==> src/rtl/serial_add_ctrl.sv <==
// ---------------------------------------------------------------------------
// serial_add_ctrl
//
// Purpose:
//   Bit-serial adder controller. One shared full_adder cell does all of the
//   arithmetic: it is fed one bit pair per clock, LSB first. Each accepted
//   start request produces a WIDTH-bit sum, a carry-out and a signed overflow
//   flag, and finishes with a single-cycle done pulse. This trades latency
//   for a very small datapath.
//
// Ports:
//   clk       in   1      system clock, rising edge
//   n_rst     in   1      synchronous active-low reset
//   start     in   1      operation request, only looked at while idle
//   a, b      in   WIDTH  operands, captured when start is accepted
//   c_in      in   1      carry-in, captured when start is accepted
//   busy      out  1      high while bits are being added
//   done      out  1      one-cycle pulse when the result is ready
//   sum       out  WIDTH  result, held until the next accepted start
//   c_out     out  1      final carry-out, same validity as sum
//   overflow  out  1      signed overflow (carry into MSB ^ carry out of MSB)
// ---------------------------------------------------------------------------

// Single-bit full adder cell, the only arithmetic element in the design.
module full_adder (
  input  logic a_i,
  input  logic b_i,
  input  logic c_i,
  output logic s_o,
  output logic c_o
);

  assign s_o = a_i ^ b_i ^ c_i;
  assign c_o = (a_i & b_i) | (a_i & c_i) | (b_i & c_i);

endmodule

module serial_add_ctrl #(
  parameter int WIDTH = 8
) (
  input  logic             clk,
  input  logic             n_rst,
  input  logic             start,
  input  logic [WIDTH-1:0] a,
  input  logic [WIDTH-1:0] b,
  input  logic             c_in,
  output logic             busy,
  output logic             done,
  output logic [WIDTH-1:0] sum,
  output logic             c_out,
  output logic             overflow
);

  localparam int               CNT_W    = $clog2(WIDTH);
  localparam logic [CNT_W-1:0] LAST_CNT = CNT_W'(WIDTH - 1);
  localparam logic [CNT_W-1:0] CNT_ONE  = CNT_W'(1);

  typedef enum logic [1:0] {
    IDLE = 2'd0,
    ADD  = 2'd1,
    DONE = 2'd2
  } state_t;

  state_t           state_q;
  logic [WIDTH-1:0] aSh_q;
  logic [WIDTH-1:0] bSh_q;
  logic [WIDTH-1:0] sum_q;
  logic [CNT_W-1:0] bitCnt_q;
  logic             carry_q;
  logic             busy_q;
  logic             done_q;
  logic             cOut_q;
  logic             overflow_q;

  logic             faSum;
  logic             faCarry;

  full_adder u_fa (
    .a_i (aSh_q[0]),
    .b_i (bSh_q[0]),
    .c_i (carry_q),
    .s_o (faSum),
    .c_o (faCarry)
  );

  // Controller FSM with all outputs registered alongside the state.
  // In ADD the operand shift registers present their LSB to the cell, the
  // cell's sum bit enters the result from the MSB side (so after WIDTH
  // shifts bit 0 has reached position 0) and the cell's carry is fed back.
  // On the last bit, carry_q still holds the carry into the MSB, so the
  // overflow flag is simply that carry XOR the cell's carry-out.
  always_ff @(posedge clk) begin
    if (!n_rst) begin
      state_q    <= IDLE;
      aSh_q      <= '0;
      bSh_q      <= '0;
      sum_q      <= '0;
      bitCnt_q   <= '0;
      carry_q    <= 1'b0;
      busy_q     <= 1'b0;
      done_q     <= 1'b0;
      cOut_q     <= 1'b0;
      overflow_q <= 1'b0;
    end else begin
      case (state_q)
        IDLE: begin
          done_q <= 1'b0;
          if (start) begin
            state_q  <= ADD;
            busy_q   <= 1'b1;
            aSh_q    <= a;
            bSh_q    <= b;
            carry_q  <= c_in;
            bitCnt_q <= '0;
            sum_q    <= '0;
          end
        end

        ADD: begin
          sum_q    <= {faSum, sum_q[WIDTH-1:1]};
          aSh_q    <= aSh_q >> 1;
          bSh_q    <= bSh_q >> 1;
          carry_q  <= faCarry;
          bitCnt_q <= bitCnt_q + CNT_ONE;
          if (bitCnt_q == LAST_CNT) begin
            // Leaving ADD clears the counter so it never wraps.
            overflow_q <= carry_q ^ faCarry;
            cOut_q     <= faCarry;
            bitCnt_q   <= '0;
            busy_q     <= 1'b0;
            done_q     <= 1'b1;
            state_q    <= DONE;
          end
        end

        DONE: begin
          done_q  <= 1'b0;
          state_q <= IDLE;
        end

        default: begin
          state_q <= IDLE;
          busy_q  <= 1'b0;
          done_q  <= 1'b0;
        end
      endcase
    end
  end

  assign busy     = busy_q;
  assign done     = done_q;
  assign sum      = sum_q;
  assign c_out    = cOut_q;
  assign overflow = overflow_q;

endmodule
==> config.mk <==
export PLATFORM = sky130hd
export DESIGN_NAME = serial_add_ctrl
export DESIGN_NICKNAME = d
export VERILOG_FILES = /design/src/rtl/serial_add_ctrl.sv
export SDC_FILE = /design/constraint.sdc
export NUM_CORES = 1
export LEC_CHECK = 0
export CELL_PAD_IN_SITES_DETAIL_PLACEMENT = 0
export CELL_PAD_IN_SITES_GLOBAL_PLACEMENT = 1
export CORE_MARGIN = 3
export CORE_UTILIZATION = 39
export CTS_BUF_LIST = sky130_fd_sc_hd__clkbuf_2 sky130_fd_sc_hd__clkbuf_4 sky130_fd_sc_hd__clkbuf_8
export CTS_CLUSTER_SIZE = 14
export DETAILED_ROUTE_END_ITERATION = 16
export PLACE_DENSITY_LB_ADDON = 0.3
export SKIP_CTS_REPAIR_TIMING = 1
export SLEW_MARGIN = 20
export SYNTH_ARGS = -nofsm -noshare
export SYNTH_HDL_FRONTEND = slang
export SYNTH_SLANG_ARGS = --single-unit
export TNS_END_PERCENT = 10
==> constraint.sdc <==
create_clock -name clk -period 1.75 [get_ports clk]
set_input_delay 0.35 -clock clk [delete_from_list [all_inputs] [get_ports clk]]
set_output_delay 0.35 -clock clk [all_outputs]
set_load 0.01 [all_outputs]
; After elaboration in Yosys (flattened, before gate mapping)
; Index checks and enable logic that the tools add are counted.
[op_classes]
mux = 17
n_addsub = 1
reduce_logical = 7
n_bitwise = 9
n_eq_ne = 5
[ops]
columns = op, count
row1 = $pmux 8 s2, 3
row2 = $mux 8, 3
row3 = $reduce_and 2->1, 4
row4 = $mux 3, 2
row5 = $pmux 3 s2, 1
row6 = $mux 2, 2
row7 = $ne 2x2->1 const B, 2
row8 = $pmux 2 s2, 1
row9 = $add 3x1->3 const B, 1
row10 = $and 1x1->1, 3
row11 = $eq 3x3->1 const B, 1
row12 = $mux 1, 3
row13 = $pmux 1 s3, 1
row14 = $reduce_and 3->1, 1
row15 = $xor 1x1->1, 3
row16 = $eq 2x1->1 const B, 1
row17 = $eq 2x2->1 const B, 1
row18 = $logic_not 2->1, 1
row19 = $or 1x1->1, 2
row20 = $pmux 1 s2, 1
row21 = $reduce_bool 2->1, 1
row22 = $not 1->1, 1
[word_totals]
output_inout_bits = 12
reg_bits = 34

; Logic depth before layout (Yosys ltp)
; Gate-level depths: netlist of run 1.
[logic_depth]
ltp_word = 4
depth_mapped = 5

; Modules after synthesis
; A second synthesis of run 1 with hierarchy kept.
[unflattened]
cells_unflattened = 135
area_unflattened_um2 = 1415.1
[modules_own_cells]
columns = mod, cells_per_inst, area_each_um2, seq_area_each_um2, n_inst
row1 = serial_add_ctrl, 134, 1395.1, 680.7, 1
row2 = full_adder, 1, 20.0, 0.0, 1

; Least setup slack after synthesis of run 1
; OpenSTA, ideal clock, no wires.
[synth_path]
kind = register to register
from = register bitCnt_q[0]
to = register bitCnt_q[0]
slack_ps = 386
synth_period_minus_slack_ps = 1364
t_arrival_ps = 1295
stages_incl_launch_ff = 5
path_cell_list = dfxtp_1 ha_1 ha_1 or4_1 o21ai_1
[synth_via]
elab_chain_cells = 3
[synth_rtl]
columns = element, line
row1 = start: declaration, 68  ; logic [CNT_W-1:0] bitCnt_q;
row2 = start signal: assignment, 124  ; bitCnt_q <= bitCnt_q + CNT_ONE;
row3 = $add 3x1->3 / $eq 3x3->1 (equally long branches), "124, 125"
row4 = $mux 3 (*), 125  ; if (bitCnt_q == LAST_CNT) begin
row5 = $pmux 3 s2 (*), 105  ; case (state_q)
; Mark *: on every way between the ends. The rest lies on a longest branch, timed or not.
; A chain may end at the register's enable or synchronous reset.

; Final worst setup path of run 1
[layout_path]
from = register sum_q[3], in the netlist sum[3]
to = output sum[3]
[layout_rtl]
columns = element, line
row1 = start: declaration, 67  ; logic [WIDTH-1:0] sum_q;
row2 = start signal: assignment, 120  ; sum_q <= {faSum, sum_q[WIDTH-1:1]};
row3 = end: declaration, 49  ; output logic [WIDTH-1:0] sum,
; No word-level cell between the ends.

==> reports/qor.yml, run 1 <==
final_layout:
  nFillCells: 318
  diodes: 0
  multi_input_area_sq_um: 659.4
  final_nets: 209
  drive_gt1_share_pct: 10.70
  fin_cells: 233
  register_area_sq_um: 680.7
  area_delta_synth_final_pct: 32.26
global_route:
  grt_use_met1_pct: 20.52
  grt_pass1_vias: 1137
  grt_pass1_wl_mm: 5.154
  grt_max_degree: 25
  grt_util_met2_pct: 22.15
  overflow: 0
  antenna_found_initial: 0
  grtUsageTotal_pct: 15.68
  grt_util_met3_pct: 5.734
  grt.busiest_layer: "met2"
route:
  routedWlPerCell_um: 12.99
  antenna_left: 0
  finalWirelength_mm: 3.027
  vias: 1222
  viasPerCell: 5.245
  drc_errors: 0
  first_iter_violations: 57
  dr.pass1.iters: 4
clocking:
  cts_tree: "yes"
  cts_inserted_buffers: 5
  clk_pin_slew_ns: 0.07
  htreeDepth: 2
  max-clock-path-buffers: 2
  clock-root-buffer: "clkbuf_8"
  cts.sinks: 34
  worstSkewPairLatency_ns: 0.29
timing:
  fin_setup_tns_ns: 0
  hold_ws_ns: 0.4679
  tightest_slew_ns: 0.4350
  fin_ws_ns: 0.2401
  rsz0062_at_grt: "false"
  hold_viol_final: 0
  timing.final.crit_period_ns: 1.510
  fin_skew_ns: 0.009333
  maxSlewHeadroom_pct: 70.96
  drv_slew: 0
  fin_crit_sh_pct: 86.28
  setup_viol: 0
  fmax_mhz: 662.3
logic_synthesis:
  ys_seq_area_share_pct: 47.55
  synth_top_area_cell: "dfxtp_1"
  syn_area_per_cell_sq_um: 9.417
  syn_area_sq_um: 1431
  yosys-mux-area-fraction_pct: 11.19
  synth_xor_xnor_area_share_pct: 0.6119
  synth_common_cells: "dfxtp_1 (34), mux2i_1 (16), o21ai_1 (16), o211ai_1 (15), nand2_1 (13)"
  yosys_warnings: 0
  synthFlopType: "dfxtp_1"
  synthTopCellsByArea: "dfxtp_1 (48%), mux2i_1 (11%), o211ai_1 (7.9%), o21ai_1 (5.6%), nand2_1 (3.4%)"
  synth-edff-count: 0
  synth_cell_type_count: 28
  synth_top_family_by_area: "compound AO/OA/AOI/OAI gates"
  synth_compound_area_share_pct: 22.29
  yosys.area_share.adder_pct: 3.147
  async_flop_share_pct: 0
  syn_nets: 175
  yosys.area_share.simple_pct: 8.829
  ys_ff_latch: 34
  synth.most_common_cell: "dfxtp_1"
  yosysTopAreaCellShare_pct: 47.55
  synthCells: 152
critical_path:
  cp.arrival_ns: 1.16
  cp-end-kind: "output pin"
  critical_path.top_delay_family: "buffers and inverters"
  path_class: "reg -> out"
  path_cells: "clkdlybuf4s50_1"
  cp_max_fo: 2
  slowest_stage: "clkdlybuf4s50_1"
  crit_buf_inv: 1
  required_ns: 1.40
  start_kind: "flop"
  max_stage_delay_ns: 0.54
status:
  status: "complete, no violations"
placed_design:
  place_hpwl_mm: 2.129
  globalplace.congestion: 0.7358
  dpl.cell_count: 225
  io_buffers: 31
  post-place-ws_ns: 0.08468
floorplan:
  start_util_pct: 41.58
  num_rows: 21
  coreArea_sq_um: 3442
  die_h_um: 66.58
  die-area_sq_um: 4433
  die_w_um: 66.58
  io_pins: 32
power_and_ir_drop:
  vdd_drop_max_mv: 0.4720
  leakagePower_nw: 0.6835
  cellPowerDensity_nw_per_um2: 860.0
hold_path:
  hold_class: "reg -> reg"
job:
  maxCapViolCount: 0
registers in the layout, summed over array words and instances, names as in the netlist:
| register | count |
|---|---|
| state_q | 2 |
| c_out | 1 |
| bitCnt_q | 3 |
| carry_q | 1 |
| bSh_q | 8 |
| done | 1 |
| aSh_q | 8 |
| sum | 8 |
| busy | 1 |
| overflow | 1 |
path summary, 6_finish.rpt:
path / start / endpoint / slack [ns] / cells past startpoint
max: sum[3] / sum[3] / 0.24 / 1
min: bitCnt_q[0] / bitCnt_q[0] / 0.47 / 2
max reg2reg: bitCnt_q[0] / bitCnt_q[0] / 0.30 / 4
min reg2reg: bitCnt_q[0] / bitCnt_q[0] / 0.47 / 2
per-stage QoR:
stage	area (sq um)	util [%]	power [W]
after floorplan	1431	-	0.0009644
after global placement	1798	52.24	0.001047
after detailed placement	1798	52.24	0.001051
after CTS	1893	55.00	0.001651
after global routing	1893	55.00	0.001720
final	1893	55.00	0.001628
layout by cell type (no fill, tap or decap), drive strengths merged:
master	Yosys	layout
dfxtp	34	34
clkdlybuf4s50	0	31
o21ai	22	22
mux2i	16	16
o211ai	15	15
nand2	13	13
buf	5	9
o22ai	7	7
a21oi	7	7
clkbuf	8	6
inv	6	6
nor2	4	4
nor3	3	3
ha	2	2
or3	1	1
nand2b	1	1
and2b	1	1
or4	1	1
nor3b	1	1
o32ai	1	1
a311oi	1	1
xnor2	1	1
nand3	1	1
fa	1	1
clkinvlp	0	1
clkinv	0	1
routing by layer:
metal | wire (um) | up-vias
li1 | - | 623
met1 | 1459 | 563
met2 | 1347 | 29
met3 | 163 | 7
met5 | 0 | -
met4 | 57 | 0
cells by family after synthesis:
group / Yosys count
AO/OA/AOI/OAI: 53
flip-flops: 34
AND/OR/NAND/NOR: 26
buffers and inverters: 19
multiplexers: 16
adder cells (fa/ha/maj): 3
XOR/XNOR: 1
where the power goes:
part / switching [W] / total [W] / internal [W]
registers: 0.0000236 / 0.000834 / 0.000810
clock network: 0.000279 / 0.000594 / 0.000316
logic: 0.0000929 / 0.000200 / 0.000107
total: 0.000395 / 0.00163 / 0.00123
final cells by class:
type,instances,share of cell area [%]
Clock inverter,2,0.6609
Multi-Input combinational cell,99,34.83
Inverter,6,1.190
Tap cell,46,3.040
Clock buffer,6,4.362
Sequential cell,34,35.95
Timing Repair Buffer,40,19.96
Note: power is estimated with default switching activity, not from simulation.
==> run 2: changes to the inputs <==
- GPL_TIMING_DRIVEN: unset -> 0
==> run 2 against run 1 <==
Against the previous run:
- cell count increased by 0.86%
- clock skew decreased by 0.0071 ns
- hold slack got worse by 0.056 ns
- via count increased by 1.1%
- register-to-register slack got worse by 0.03 ns
- routed wire length increased by 7.1%
- die area unchanged
- clock power decreased by 5.6%
- sequential power about the same
- non-clock buffer count increased by 3
- critical path type is now in -> reg
- largest power group unchanged
- highest routed layer unchanged
==> reports/qor.yml, run 2 (same netlist as run 1, synthesis figures left out) <==
status:
  status: "complete, no violations"
critical_path:
  r2r_cells: 4
  cp.arrival_ns: 1.71
  cp-end-kind: "flop"
  r2r-start: "bitCnt_q[0]"
  start_kind: "input pin"
  required_ns: 1.94
  cp_max_fo: 10
  reg2reg_slack_ns: 0.27
  path_class: "in -> reg"
  r2r_end: "bitCnt_q[0]"
floorplan:
  num_rows: 21
  start_util_pct: 41.58
  io_pins: 32
  coreArea_sq_um: 3442
  die_h_um: 66.58
  die_w_um: 66.58
  die-area_sq_um: 4433
timing:
  hold_viol_final: 0
  fin_crit_sh_pct: 87.05
  drv_slew: 0
  maxSlewHeadroom_pct: 66.50
  rsz0062_at_grt: "false"
  fin_skew_ns: 0.002254
  tightest_slew_ns: 0.5025
  setup_viol: 0
  fmax_mhz: 656.4
  timing.final.crit_period_ns: 1.523
global_route:
  grtUsageTotal_pct: 16.14
  grt_max_degree: 11
  grt_pass1_vias: 1172
  grt_pass1_wl_mm: 5.326
  overflow: 0
  antenna_found_initial: 0
final_layout:
  final_common_cell: "dfxtp_1"
  drive_gt1_share_pct: 7.937
  area_delta_synth_final_pct: 30.86
  fin_cells: 235
  final_nets: 212
  diodes: 0
  final_cell_mix: "dfxtp_1 (34), clkdlybuf4s50_1 (30), mux2i_1 (16), o21ai_1 (16), o211ai_1 (15)"
  final_area_sq_um: 1873
clocking:
  clock-root-buffer: "clkbuf_8"
  cts_inserted_buffers: 5
  htreeDepth: 2
  max-clock-path-buffers: 2
  cts_tree: "yes"
  worstSkewPairLatency_ns: 0.28
  clk_pin_slew_ns: 0.06
  cts.sinks: 34
power_and_ir_drop:
  comb_power_share_pct: 12.6
  p_int_w: 0.001217
  vdd_drop_max_mv: 0.5415
  p_switching_w: 0.0003751
  sw_frac_of_total_pct: 23.56
  pwr-share-clk_pct: 35.2
  cellPowerDensity_nw_per_um2: 849.9
  power_frac_seq_pct: 52.2
  leakagePower_nw: 0.6687
route:
  routedWlPerCell_um: 13.80
  finalWirelength_mm: 3.242
  vias: 1236
  antenna_left: 0
  dr.pass1.iters: 4
  viasPerCell: 5.260
  first_iter_violations: 73
  drc_errors: 0
placed_design:
  post_dp_cell_area_sq_um: 1789
  dpl.cell_count: 228
  io_buffers: 30
  place_hpwl_mm: 2.362
  globalplace.congestion: 0.7584
hold_path:
  min_from: "n_rst"
  hold_path_depth: 3
  min_to: "sum[1]"
  hold_class: "in -> reg"
job:
  maxCapViolCount: 0
[run 2: changes by cell type in the layout (fill, tap and decap cells not counted), sizes merged]
cell / delta
buf: -4
clkbuf: +9
clkdlybuf4s50: -1
clkinv: -1
clkinvlp: -1
[run 2: worst max path at each step]
stage | cells after the start | slack, ns | startpoint | end
after floorplan | 4 | 0.39 | bitCnt_q[0] | bitCnt_q[0]
after global placement | 5 | -0.04 | start | sum[7]
after detailed placement | 5 | -0.08 | start | sum[7]
after CTS | 5 | 0.22 | start | sum[7]
after global routing | 5 | 0.07 | start | sum[2]
final | 5 | 0.23 | start | sum[7]
[run 2: power by group through the flow]
stage	combinational (W)	sequential, W	clock [W]
after CTS	0.000203	0.000830	0.000573
after global routing	0.000222	0.000835	0.000612
after floorplan	0.000120	0.000844	0
after detailed placement	0.000202	0.000848	0
after global placement	0.000198	0.000845	0
final	0.000201	0.000831	0.000561
[run 2: per-layer routing]
metal | up-vias | share of wire [%] | GRT usage (%) | routed length [um]
met3 | 5 | 6.1 | 5.565 | 198
met5 | - | 0 | 0 | 0
met4 | 0 | 1.5 | 6.091 | 50
met2 | 37 | 44 | 24.13 | 1435
li1 | 622 | - | - | -
met1 | 572 | 48 | 21.27 | 1557
[run 2: critical path, stage by stage]
cell and delay (ns):
clkdlybuf4s50_1 0.45, nor2_1 0.16, clkbuf_1 0.43, nor2_2 0.17
o32ai_1 0.15
[run 2: stage by stage]
| step | TNS, ns | utilization (%) | power (W) | hold slack, ns | setup slack, ns |
|---|---|---|---|---|---|
| 6_report | 0 | 54.42 | 0.001592 | 0.4120 | 0.2266 |
| 2_1_floorplan | 0 | - | 0.0009644 | 0.4422 | 0.3863 |
| 3_5_place_dp | -0.4504 | 51.98 | 0.001050 | 0.4720 | -0.07666 |
| 5_1_grt | 0 | 54.42 | 0.001669 | 0.4072 | 0.07237 |
| 4_1_cts | 0 | 54.42 | 0.001607 | 0.4034 | 0.2160 |
| 3_3_place_gp | -0.07046 | 51.98 | 0.001043 | 0.4579 | -0.03507 |
[run 2: cell type report]
cell class	instances	area, sq um
buffer	13	68.82
clock buffer	7	83.83
fill	326	1569
inverter	6	22.52
multi-input combinational	99	659.4
sequential	34	680.7
tap	46	57.56
timing repair buffer	30	300.3
==> run 3: changes to the inputs <==
- CORE_ASPECT_RATIO: unset -> 1.25
==> run 3 against run 2 <==
Against the previous run:
- routed wire length grew 0.40%
- clock skew grew 0.0013 ns
- cell count fell by 3.0%
- sequential power about the same
- power is 0.44% lower
- count of clock-buffer cells in the layout did not move
- cell area down 0.47%
- register-to-register slack got worse by 0.02 ns
- global-route usage rose by 0.19 points
- largest cell class unchanged
- largest power group unchanged
==> reports/qor.yml, run 3 (same netlist as run 1, synthesis figures left out) <==
route:
  viasPerCell: 5.614
  finalWirelength_mm: 3.255
  routedWlPerCell_um: 14.28
  dr.pass1.iters: 4
  antenna_left: 0
  first_iter_violations: 45
  drc_errors: 0
  vias: 1280
global_route:
  grt_pass1_vias: 1223
  grt_pass1_wl_mm: 5.388
  grt_max_degree: 11
  overflow: 0
  antenna_found_initial: 0
  grtUsageTotal_pct: 16.33
final_layout:
  final_area_sq_um: 1864
  final_nets: 212
  final_common_cell: "dfxtp_1"
  final_cell_mix: "dfxtp_1 (34), clkdlybuf4s50_1 (30), mux2i_1 (16), o21ai_1 (16), o211ai_1 (15)"
  diodes: 0
  drive_gt1_share_pct: 7.937
  area_delta_synth_final_pct: 30.24
  final_util_pct: 53.06
clocking:
  htreeDepth: 2
  cts.sinks: 34
  cts_inserted_buffers: 5
  worstSkewPairLatency_ns: 0.28
  clk_pin_slew_ns: 0.06
  clock-root-buffer: "clkbuf_8"
  max-clock-path-buffers: 2
  cts_tree: "yes"
floorplan:
  die-area_sq_um: 4438
  die_h_um: 73.74
  start_util_pct: 40.74
  num_rows: 24
  coreArea_sq_um: 3513
  io_pins: 32
  die_w_um: 60.19
critical_path:
  max_stage_delay_ns: 0.54
  crit_buf_inv: 1
  required_ns: 1.40
  slowest_stage: "clkdlybuf4s50_1"
  cp-end-kind: "output pin"
  cp_max_fo: 2
  cp.arrival_ns: 1.16
  start_kind: "flop"
  path_cells: "clkdlybuf4s50_1"
  critical_path.top_delay_family: "buffers and inverters"
  path_class: "reg -> out"
timing:
  hold_viol_final: 0
  fin_skew_ns: 0.003596
  fmax_mhz: 664.4
  tightest_slew_ns: 0.4803
  maxSlewHeadroom_pct: 67.98
  drv_slew: 0
  setup_viol: 0
  fin_crit_sh_pct: 86.01
  timing.final.crit_period_ns: 1.505
  rsz0062_at_grt: "false"
placed_design:
  post_dp_cell_area_sq_um: 1780
  place_hpwl_mm: 2.399
  globalplace.congestion: 0.8120
  io_buffers: 30
hold_path:
  hold_class: "in -> reg"
status:
  status: "complete, no violations"
job:
  maxCapViolCount: 0
power_and_ir_drop:
  vdd_drop_max_mv: 0.5737
  cellPowerDensity_nw_per_um2: 850.1
  leakagePower_nw: 0.6687
-- run 3: cell counts in the layout (fill, tap and decap cells not counted) --
No cell type changed its count.
-- run 3: path summary, 6_finish.rpt --
check         startpoint          end  slack (ns)  cells after the start
max               sum[2]       sum[2]        0.24                      1
min                n_rst       sum[3]        0.41                      3
max reg2reg  bitCnt_q[0]  bitCnt_q[0]        0.25                      4
min reg2reg       sum[0]       sum[0]        0.47                      2
-- run 3: power by group --
part | switching (W) | leakage, nW | total [W] | internal [W]
combinational | 0.0000973 | 0.346 | 0.000198 | 0.000101
clock | 0.000252 | 0.0452 | 0.000556 | 0.000304
sequential | 0.0000202 | 0.278 | 0.000831 | 0.000811
total | 0.000369 | 0.669 | 0.00158 | 0.00122
-- run 3: final cells by class --
class | instances | area [sq um]
Buffer | 13 | 68.82
Clock buffer | 7 | 83.83
Fill cell | 346 | 1649
Inverter | 6 | 22.52
Multi-Input combinational cell | 99 | 659.4
Sequential cell | 34 | 680.7
Tap cell | 39 | 48.80
Timing Repair Buffer | 30 | 300.3
-- run 3: per-layer routing --
metal	up-vias	part of all wire (%)	global-route usage [%]
met2	38	50	27.88
met5	-	0	0
li1	623	-	-
met4	0	1.8	7.389
met1	612	42	17.49
met3	7	6.4	6.151
-- run 3: per-stage QoR --
stage / setup WS (ns) / power [W] / std cells / hold slack (ns) / TNS [ns]
after global placement: -0.02287 / 0.001041 / 221 / 0.4604 / -0.07110
after detailed placement: -0.02622 / 0.001047 / 221 / 0.4735 / -0.1654
final: 0.2448 / 0.001585 / 228 / 0.4134 / 0
after floorplan: 0.3863 / 0.0009644 / 152 / 0.4422 / 0
after global routing: 0.1504 / 0.001658 / 228 / 0.4266 / 0
after CTS: 0.2299 / 0.001605 / 228 / 0.4013 / 0
